<file path="config.mk">
export PLATFORM = sky130hd
export DESIGN_NAME = alu_seq
export DESIGN_NICKNAME = d
export VERILOG_FILES = /design/src/rtl/alu_pkg.sv /design/src/rtl/alu_iter_engine.sv /design/src/rtl/alu_seq.sv
export SDC_FILE = /design/constraint.sdc
export NUM_CORES = 1
export LEC_CHECK = 0
export CELL_PAD_IN_SITES_DETAIL_PLACEMENT = 0
export CELL_PAD_IN_SITES_GLOBAL_PLACEMENT = 1
export CORE_MARGIN = 2
export CORE_UTILIZATION = 52
export CTS_CLUSTER_DIAMETER = 150
export CTS_CLUSTER_SIZE = 10
export DETAILED_ROUTE_END_ITERATION = 16
export DONT_BUFFER_PORTS = 1
export GPL_TIMING_DRIVEN = 1
export PLACE_DENSITY = 0.82
export SLEW_MARGIN = 20
export SYNTH_ARGS = -nofsm -noshare
export SYNTH_HDL_FRONTEND = slang
export SYNTH_SLANG_ARGS = --single-unit
</file>
<file path="constraint.sdc">
create_clock -name clk -period 4.15 [get_ports clk]
set_input_delay 0.6225 -clock clk [delete_from_list [all_inputs] [get_ports clk]]
set_output_delay 0.6225 -clock clk [all_outputs]
set_load 0.05 [all_outputs]
</file>
<file path="src/rtl/alu_pkg.sv">
// alu_pkg: shared definitions for the sequential ALU.
//   OP_* constants  : select encoding shared by alu_seq and alu_iter_engine
//   alu_state_t     : top-level control states
package alu_pkg;

  localparam logic [1:0] OP_ADD = 2'd0;
  localparam logic [1:0] OP_SUB = 2'd1;
  localparam logic [1:0] OP_MUL = 2'd2;
  localparam logic [1:0] OP_DIV = 2'd3;

  typedef enum logic [1:0] {
    IDLE = 2'd0,
    RUN  = 2'd1,
    DONE = 2'd2
  } alu_state_t;

endpackage

</file>
<file path="src/rtl/alu_iter_engine.sv">
// alu_iter_engine: one-bit-per-cycle multiply / divide datapath.
//   clk, reset_n : clock, asynchronous active-low reset
//   load         : capture a, b, op and start WIDTH iterations
//   op           : OP_MUL selects shift-add multiply, anything else restoring divide
//   a, b         : unsigned operands (multiplicand/multiplier or dividend/divisor)
//   busy_iter    : iterations still outstanding
//   finish       : the coming edge performs the last iteration
//   prod_or_qr   : value the registers take at the coming edge;
//                  {product} for multiply, {remainder, quotient} for divide
module alu_iter_engine
  import alu_pkg::*;
#(
  parameter int WIDTH = 8
) (
  input  logic               clk,
  input  logic               reset_n,
  input  logic               load,
  input  logic [1:0]         op,
  input  logic [WIDTH-1:0]   a,
  input  logic [WIDTH-1:0]   b,
  output logic               busy_iter,
  output logic               finish,
  output logic [2*WIDTH-1:0] prod_or_qr
);

  localparam int CW = $clog2(WIDTH + 1);

  // r_hi/r_lo form one 2*WIDTH shift register:
  //   multiply: r_hi = partial product, r_lo = remaining multiplier bits
  //   divide  : r_hi = partial remainder, r_lo = dividend bits shifting out / quotient bits shifting in
  logic [CW-1:0]    r_cnt;
  logic             r_is_mul;
  logic [WIDTH-1:0] r_m;
  logic [WIDTH-1:0] r_hi;
  logic [WIDTH-1:0] r_lo;

  logic [WIDTH:0]   w_mul_acc;
  logic [WIDTH:0]   w_div_shift;
  logic [WIDTH-1:0] w_div_diff;
  logic             w_div_ge;
  logic [WIDTH-1:0] w_hi_next;
  logic [WIDTH-1:0] w_lo_next;

  // Multiply step: add multiplicand into the upper half when the current
  // multiplier LSB is set, then shift the whole register right by one.
  assign w_mul_acc = r_lo[0] ? ({1'b0, r_hi} + {1'b0, r_m}) : {1'b0, r_hi};

  // Divide step: bring the next dividend bit into the remainder, subtract
  // the divisor if it fits. The true difference is always below the divisor,
  // so WIDTH bits hold it exactly.
  assign w_div_shift = {r_hi, r_lo[WIDTH-1]};
  assign w_div_ge    = (w_div_shift >= {1'b0, r_m});
  assign w_div_diff  = w_div_shift[WIDTH-1:0] - r_m;

  always_comb begin
    w_hi_next = r_hi;
    w_lo_next = r_lo;
    if (r_is_mul) begin
      w_hi_next = w_mul_acc[WIDTH:1];
      w_lo_next = {w_mul_acc[0], r_lo[WIDTH-1:1]};
    end else begin
      w_hi_next = w_div_ge ? w_div_diff : w_div_shift[WIDTH-1:0];
      w_lo_next = {r_lo[WIDTH-2:0], w_div_ge};
    end
  end

  always_ff @(posedge clk or negedge reset_n) begin
    if (!reset_n) begin
      r_cnt    <= '0;
      r_is_mul <= 1'b0;
      r_m      <= '0;
      r_hi     <= '0;
      r_lo     <= '0;
    end else if (load) begin
      r_cnt    <= CW'(WIDTH);
      r_is_mul <= (op == OP_MUL);
      r_m      <= (op == OP_MUL) ? a : b;
      r_hi     <= '0;
      r_lo     <= (op == OP_MUL) ? b : a;
    end else if (r_cnt != '0) begin
      r_hi  <= w_hi_next;
      r_lo  <= w_lo_next;
      r_cnt <= r_cnt - CW'(1);
    end
  end

  assign busy_iter  = (r_cnt != '0);
  assign finish     = (r_cnt == CW'(1));
  // Exposing the next-state value lets the top capture the final answer on
  // the same edge the last iteration happens.
  assign prod_or_qr = {w_hi_next, w_lo_next};

endmodule

</file>
<file path="src/rtl/alu_seq.sv">
// alu_seq: clocked four-function ALU with start/done handshake.
//   clk, reset_n : clock, asynchronous active-low reset
//   start        : request, accepted only while idle
//   sel          : 0 add, 1 subtract, 2 multiply, 3 divide
//   num1, num2   : unsigned operands
//   busy         : operation in progress (accept edge up to end of done cycle)
//   done         : one-cycle result-valid pulse
//   result       : 2*WIDTH result, held until the next accepted start
//   div_by_zero  : set with done for a divide by zero, cleared on next accept
// Add, subtract and divide-by-zero complete on the accept edge; multiply and
// divide run WIDTH iterations in alu_iter_engine.
module alu_seq
  import alu_pkg::*;
#(
  parameter int WIDTH = 8
) (
  input  logic               clk,
  input  logic               reset_n,
  input  logic               start,
  input  logic [1:0]         sel,
  input  logic [WIDTH-1:0]   num1,
  input  logic [WIDTH-1:0]   num2,
  output logic               busy,
  output logic               done,
  output logic [2*WIDTH-1:0] result,
  output logic               div_by_zero
);

  alu_state_t         r_state;
  alu_state_t         w_state_next;
  logic [2*WIDTH-1:0] r_result;
  logic               r_div_by_zero;

  logic               w_div0;
  logic               w_is_fast;
  logic               w_fast_wr;
  logic               w_load;
  logic               w_iter_wr;
  logic               w_busy_iter;
  logic               w_finish;
  logic [2*WIDTH-1:0] w_iter_result;
  logic [WIDTH:0]     w_sum;
  logic [WIDTH:0]     w_diff;
  logic [2*WIDTH-1:0] w_fast_result;

  assign w_div0    = (sel == OP_DIV) && (num2 == '0);
  assign w_is_fast = (sel == OP_ADD) || (sel == OP_SUB) || w_div0;

  assign w_sum  = {1'b0, num1} + {1'b0, num2};
  assign w_diff = {1'b0, num1} - {1'b0, num2};

  always_comb begin
    w_fast_result = '0;
    case (sel)
      OP_ADD:  w_fast_result = {{(WIDTH-1){1'b0}}, w_sum};
      OP_SUB:  w_fast_result = {{(WIDTH-1){w_diff[WIDTH]}}, w_diff};
      // Only a divide by zero reaches here: remainder = dividend, quotient = all ones.
      default: w_fast_result = {num1, {WIDTH{1'b1}}};
    endcase
  end

  alu_iter_engine #(.WIDTH(WIDTH)) u_engine (
    .clk        (clk),
    .reset_n    (reset_n),
    .load       (w_load),
    .op         (sel),
    .a          (num1),
    .b          (num2),
    .busy_iter  (w_busy_iter),
    .finish     (w_finish),
    .prod_or_qr (w_iter_result)
  );

  always_ff @(posedge clk or negedge reset_n) begin
    if (!reset_n) begin
      r_state <= IDLE;
    end else begin
      r_state <= w_state_next;
    end
  end

  always_comb begin
    w_state_next = r_state;
    w_fast_wr    = 1'b0;
    w_load       = 1'b0;
    w_iter_wr    = 1'b0;
    case (r_state)
      IDLE: begin
        if (start) begin
          if (w_is_fast) begin
            w_fast_wr    = 1'b1;
            w_state_next = DONE;
          end else begin
            w_load       = 1'b1;
            w_state_next = RUN;
          end
        end
      end
      RUN: begin
        if (w_finish) begin
          w_iter_wr    = 1'b1;
          w_state_next = DONE;
        end else if (!w_busy_iter) begin
          // Engine idle while we wait on it cannot happen in normal flow;
          // fall back to IDLE rather than hang.
          w_state_next = IDLE;
        end
      end
      DONE:    w_state_next = IDLE;
      default: w_state_next = IDLE;
    endcase
  end

  always_ff @(posedge clk or negedge reset_n) begin
    if (!reset_n) begin
      r_result      <= '0;
      r_div_by_zero <= 1'b0;
    end else if (w_fast_wr) begin
      r_result      <= w_fast_result;
      r_div_by_zero <= w_div0;
    end else if (w_load) begin
      r_div_by_zero <= 1'b0;
    end else if (w_iter_wr) begin
      r_result      <= w_iter_result;
    end
  end

  assign busy        = (r_state != IDLE);
  assign done        = (r_state == DONE);
  assign result      = r_result;
  assign div_by_zero = r_div_by_zero;

endmodule
</file>
Word-level counts from Yosys, hierarchy flattened
Index checks and enable logic that the tools add are counted.
{"block": "totals", "ff_bits": 48, "in_bits": 21, "out_inout_bits": 19, "wordCells": 67}
{"block": "classes", "addsub": 5, "order_cmp": 1, "eq_ne": 9, "muxes": 31, "reduce_logical": 13}
{"operator": "8-bit two-way mux", "n": 9}
{"operator": "16-bit two-way mux", "n": 3}
{"operator": "16-bit one-hot mux with 2 select lines", "n": 1}
{"operator": "8-bit by 8-bit adder with 9-bit output", "n": 2}
{"operator": "1-bit two-way mux", "n": 10}
{"operator": "9-bit by 8-bit >= comparator with 1-bit output", "n": 1}
{"operator": "9-bit two-way mux", "n": 1}
{"operator": "8-bit by 8-bit subtractor with 9-bit output", "n": 1}
{"operator": "8-bit logical NOT", "n": 1}
{"operator": "2-bit two-way mux", "n": 4}
{"operator": "4-bit two-way mux", "n": 2}
{"operator": "2-bit nonzero test", "n": 4}
{"operator": "8-bit subtractor", "n": 1}
{"operator": "2-bit equality test (second input constant)", "n": 3}
{"operator": "2-bit by 1-bit equality test with 1-bit output (second input constant)", "n": 2}
{"operator": "4-bit by 1-bit equality test with 1-bit output (second input constant)", "n": 1}
{"operator": "2-bit logical NOT", "n": 2}
{"operator": "2-bit != test (second input constant)", "n": 2}
{"operator": "2-bit one-hot mux with 2 select lines", "n": 1}
{"operator": "2-bit AND reduction", "n": 2}
{"operator": "4-bit nonzero test", "n": 1}
{"operator": "4-bit by 1-bit subtractor with 4-bit output (second input constant)", "n": 1}
{"operator": "3-bit by 2-bit != test with 1-bit output (second input constant)", "n": 1}
{"operator": "1-bit logical OR", "n": 2}
{"operator": "1-bit logical AND", "n": 1}

Depth between registers and ports, before layout
{"block": "depth", "depth_word": 8, "depth_mapped": 11, "ltp_nobuf": 11}

Cells and area by module
From an unflattened synthesis, not the netlist that was laid out.
{"block": "hier_totals", "hier_cells": 481, "hier_area_um2": 4225.3}
{"module": "alu_iter_engine", "n_inst": 1, "cells_per_inst": 283, "area_per_inst_um2": 2494.9, "seq_area_each_um2": 725.7}
{"module": "alu_seq", "n_inst": 1, "cells_per_inst": 198, "area_per_inst_um2": 1730.4, "seq_area_each_um2": 475.5}

Worst setup path after synthesis
Ideal clock, no wire load.
{"block": "synth_timing", "path_kind": "input to register", "from": "input num1[0]", "to": "register r_result[10] (netlist: result[10])", "t_arrival_ps": 2165, "t_required_ps": 4021, "path_slack_ps": 1857, "cell_stages": 10, "n_path_buf": 0, "cell_sequence": "inv_1 ha_1 fa_1 nand2b_1 a21oi_1 nor4_1 o211ai_1 nand2_1 a21oi_1 a211oi_2"}
{"block": "synth_between", "elab_chain_cells": 3}
{"item": "start: declaration", "line_no": "alu_seq.sv:21", "rtl": "input logic [WIDTH-1:0] num1,"}
{"item": "8-bit by 8-bit subtractor with 9-bit output", "line_no": "alu_seq.sv:50", "rtl": "assign w_diff = {1'b0, num1} - {1'b0, num2};"}
{"item": "16-bit one-hot mux with 2 select lines", "line_no": "alu_seq.sv:54", "rtl": "case (sel)"}
{"item": "16-bit two-way mux", "line_no": "alu_seq.sv:118", "rtl": "end else if (w_fast_wr) begin"}
{"item": "end signal: assignment", "line_no": "alu_seq.sv:119", "rtl": "r_result <= w_fast_result;"}
{"item": "end signal: assignment", "line_no": "alu_seq.sv:124", "rtl": "r_result <= w_iter_result;"}
{"item": "end: declaration", "line_no": "alu_seq.sv:31", "rtl": "logic [2*WIDTH-1:0] r_result;"}
Every way passes these cells.
A chain may end at the register's enable or synchronous reset.

Final worst setup path
{"block": "layout_timing", "from": "register u_engine.r_hi[4]", "to": "register u_engine.r_hi[6]"}
{"block": "layout_between", "elab_chain_cells": 5, "word_cells_on_any_way": 8}
{"item": "start: declaration", "line_no": "alu_iter_engine.sv:34", "rtl": "logic [WIDTH-1:0] r_hi;"}
{"item": "start signal: assignment", "line_no": "alu_iter_engine.sv:81", "rtl": "r_hi <= w_hi_next;"}
{"item": "8-bit subtractor (tied with other cells)", "line_no": "alu_iter_engine.sv:53", "rtl": "assign w_div_diff = w_div_shift[WIDTH-1:0] - r_m;"}
{"item": "8-bit two-way mux / 9-bit two-way mux (equally long branches)", "line_no": "alu_iter_engine.sv:62, alu_iter_engine.sv:46"}
{"item": "8-bit two-way mux *", "line_no": "alu_iter_engine.sv:58", "rtl": "if (r_is_mul) begin"}
{"item": "8-bit two-way mux *", "line_no": "alu_iter_engine.sv:80", "rtl": "end else if (r_cnt != '0) begin"}
{"item": "8-bit two-way mux *", "line_no": "alu_iter_engine.sv:74", "rtl": "end else if (load) begin"}
Every way passes the cells marked *; elsewhere a longest branch is shown, timed or not. The select of a mux whose other input is x is not followed.

==> metrics.txt <==
worst setup path category=reg2reg; via count=3548; slowest stage cell, crit path=o221ai_2; first-pass GRT wire length=18900 um; Die ar.=0.00834 mm2; Die W=~90 um; initial antenna violation count=0; Max rail drop VDD=between 0.4 and 0.5 mV; Syn-to-layout area delta=5.62%; largest net degree at the start of global routing=41; clock latency on the worst-skew pair=310 ps; layout cells sized above 1=0.0485; CP bufs+invs=0; vias in the first global route=approximately 3500; leak pwr=1.84 nW; Die Ht=around 91 um; Final ANT Viol Nets=0; Compound-Gate Fraction of Synth Area=0.251; Max clock buf depth=2; Setup TNS Final=0 ps; Worst setup EP type=flop; ys flop type=dfrtp_1; Clock Sinks=48; largest family of logic cells by synthesized area=compound AO/OA/AOI/OAI gates; fmax=349 MHz; clock buffer count from CTS=5; most frequent CP cell=o21ai_0; total track usage=0.289; Finished Cell Area=around 0.0042 mm2; RSZ-0062 raised after global routing=no; mux contribution to synthesized area=0.0638; Least-Margin Pin Slew=1060 ps; CTS tree=yes; synthesized flop and latch total=48; WP data required=4340 ps; Mean Syn Cell Area=8.22 um2; min cycle time layout=2860 ps; DR iter-0 viols=about 210; worst stage delay on the critical path=570 ps; DP HPWL=8710 um; # rows=31; power per cell area=928 mW/mm2; synth warn=0; final hold violations=0; Root Driver=clkbuf_8; H-tree levels=2; Final Wtd Congestion=0.939; number of flops mapped to enable cells by yosys=0; global route overflow=0; CP cell instances=ha_1, nand3_1, or3_4, o221ai_2, mux2_2, o21ai_0, o21ai_0; DR DRC count=0; outcome=completed; Mapped Cells=482; final net count=~530; Max-cap violations=0; startpoint class of the critical path=flop; Async S/R FF share, synth=1.00; Final Setup Violations=0; overall power=3.89 mW; placed inst area=0.00402 mm2; xor/xnor share of the synthesized area=0.0331; final WL=11600 um; clk slew on worst S/H paths=around 100 ps; Fillers=682; mapped cell area=0.00396 mm2; Core Util, Final=0.571; Port-buffer cells=0; Yosys cell types=52; wire per inst=20.2 um; fin crit share=0.690; # diodes=0; syn nets=542; skew final=between 9 and 10 ps; drt first pass iters=5; gate family responsible for the most delay along the worst path=compound AO/OA/AOI/OAI gates; postcts setup bufs=0; post-synthesis simple-gate area fraction=0.160; Worst Path Max Fanout=12; Rel. slew slack=0.294; Initial Util=0.541; Ports=40; Data arrival, critical path=3050 ps; CORE AREA=0.00733 mm2; Slew Viols, Final=0; Seq/Total Area, Yosys=0.303; Worst Hold Class=in2async; post-synthesis adder-cell area fraction=0.131; number of vias per cell=6.19
==> sequential cells by signal, indices dropped and copies added (netlist names) <==
signal             cells
div_by_zero            1
u_engine.r_is_mul      1
u_engine.r_lo          8
u_engine.r_hi          8
u_engine.r_cnt         4
result                16
u_engine.r_m           8
r_state                2
==> Yosys cell counts, types with 2 or more instances <==
cell | instances | area (um2)
nand2_1 | 37 | 139
a221oi_1 | 4 | 35.0
o21ai_0 | 37 | 185
nand3_1 | 14 | 70.1
a41oi_1 | 2 | 17.5
xnor2_1 | 13 | 114
clkbuf_1 | 16 | 60.1
ha_1 | 35 | 438
nand2b_1 | 4 | 25.0
mux2_2 | 2 | 22.5
or3_1 | 2 | 12.5
o31ai_1 | 3 | 22.5
a211oi_1 | 21 | 158
nor3_1 | 14 | 70.1
a21o_1 | 3 | 22.5
a21oi_1 | 58 | 290
nor4_1 | 3 | 18.8
a31oi_1 | 3 | 18.8
nor2b_1 | 6 | 37.5
o211ai_1 | 10 | 75.1
dfrtp_1 | 48 | 1200
buf_2 | 3 | 15.0
fa_1 | 4 | 80.1
nand3b_1 | 2 | 15.0
o21bai_1 | 4 | 30.0
inv_1 | 34 | 128
xor2_1 | 2 | 17.5
nor2_1 | 47 | 176
and2_1 | 2 | 12.5
o21a_1 | 3 | 22.5
a211oi_2 | 2 | 25.0
mux2i_1 | 23 | 230
buf_6 | 2 | 22.5
==> cells by family (layout without fill, tap and decap cells) <==
logic type	after synthesis	after routing
AO/OA/AOI/OAI	160	160
AND/OR/NAND/NOR	138	138
buffers and inverters	57	49
flip-flops	48	48
adder cells (fa/ha/maj)	39	39
multiplexers	25	25
XOR/XNOR	15	15
==> per-stage QoR <==
step,instances,hold slack [ps],worst slack (ps)
floorplan,482,327,1860
global placement,563,328,1440
detailed placement,563,328,1350
CTS,572,1.83,1330
global route,573,154,1180
finish,573,140,1290
==> layer usage <==
| layer | vias up | part of all wire | GRT usage |
|---|---|---|---|
| li1 | 1700 | - | - |
| met4 | 0 | 0.022 | 0.0859 |
| met5 | - | 0 | 0 |
| met1 | 1716 | 0.44 | 0.388 |
| met2 | 118 | 0.48 | 0.475 |
| met3 | 14 | 0.064 | 0.0531 |
==> worst register-to-register path, delay by kind of cell, from the launching register on <==
family / cells / cell delay, ps
AND/OR/NAND/NOR: 2 / 480
flip-flops: 1 / 450
multiplexers: 1 / 410
adder cells (fa/ha/maj): 1 / 390
AO/OA/AOI/OAI: 3 / 1000
==> final cells by class <==
class	count	area, um2	area share
clock inverters	3	68.8	0.0164
inverters	35	131	0.0314
multi-input cells	377	2530	0.605
well taps	99	124	0.0296
clock buffers	5	68.8	0.0164
flip-flops and latches	48	1200	0.287
repair buffers	6	60.1	0.0143
==> layout by cell type, fill, tap and decap left out, types with 4 or more instances in the layout <==
| cell | Yosys | routed |
|---|---|---|
| a211oi_1 | 21 | 21 |
| a21oi_1 | 58 | 58 |
| a221oi_1 | 4 | 4 |
| buf_4 | 0 | 4 |
| clkbuf_8 | 0 | 5 |
| dfrtp_1 | 48 | 48 |
| fa_1 | 4 | 4 |
| ha_1 | 35 | 35 |
| inv_1 | 34 | 34 |
| mux2i_1 | 23 | 23 |
| nand2_1 | 37 | 37 |
| nand2b_1 | 4 | 4 |
| nand3_1 | 14 | 14 |
| nor2_1 | 47 | 46 |
| nor2b_1 | 6 | 6 |
| nor3_1 | 14 | 14 |
| o211ai_1 | 10 | 10 |
| o21ai_0 | 37 | 37 |
| o21bai_1 | 4 | 4 |
| xnor2_1 | 13 | 13 |
==> final timing paths <==
path / end / slack [ps] / cells past startpoint / start
max: u_engine.r_hi[6]$_DFFE_PN0P_ / 1290 / 7 / u_engine.r_hi[4]$_DFFE_PN0P_
min: result[0]$_DFFE_PN0P_ / 140 / 1 / reset_n
max reg2reg: u_engine.r_hi[6]$_DFFE_PN0P_ / 1290 / 7 / u_engine.r_hi[4]$_DFFE_PN0P_
min reg2reg: u_engine.r_cnt[3]$_DFFE_PN0P_ / 550 / 1 / u_engine.r_cnt[3]$_DFFE_PN0P_
max in group asynchronous: result[14]$_DFFE_PN0P_ / 3140 / 1 / reset_n
min in group clk: u_engine.r_is_mul$_DFFE_PN0P_ / 410 / 1 / sel[0]
==> power breakdown <==
group	internal (mW)	switching, mW	leakage (nW)
registers	0.704	0.550	0.560
clock network	0.243	0.180	0.0687
logic	0.916	1.29	1.22
total	1.86	2.02	1.84
==> timing repair <==
action	in CTS	in global routing
hold buffers	1	1
hold endpoints to repair	40	8
resized for setup	0	0
setup endpoints to repair	0	0
Note: power is estimated with default switching activity, not from simulation.
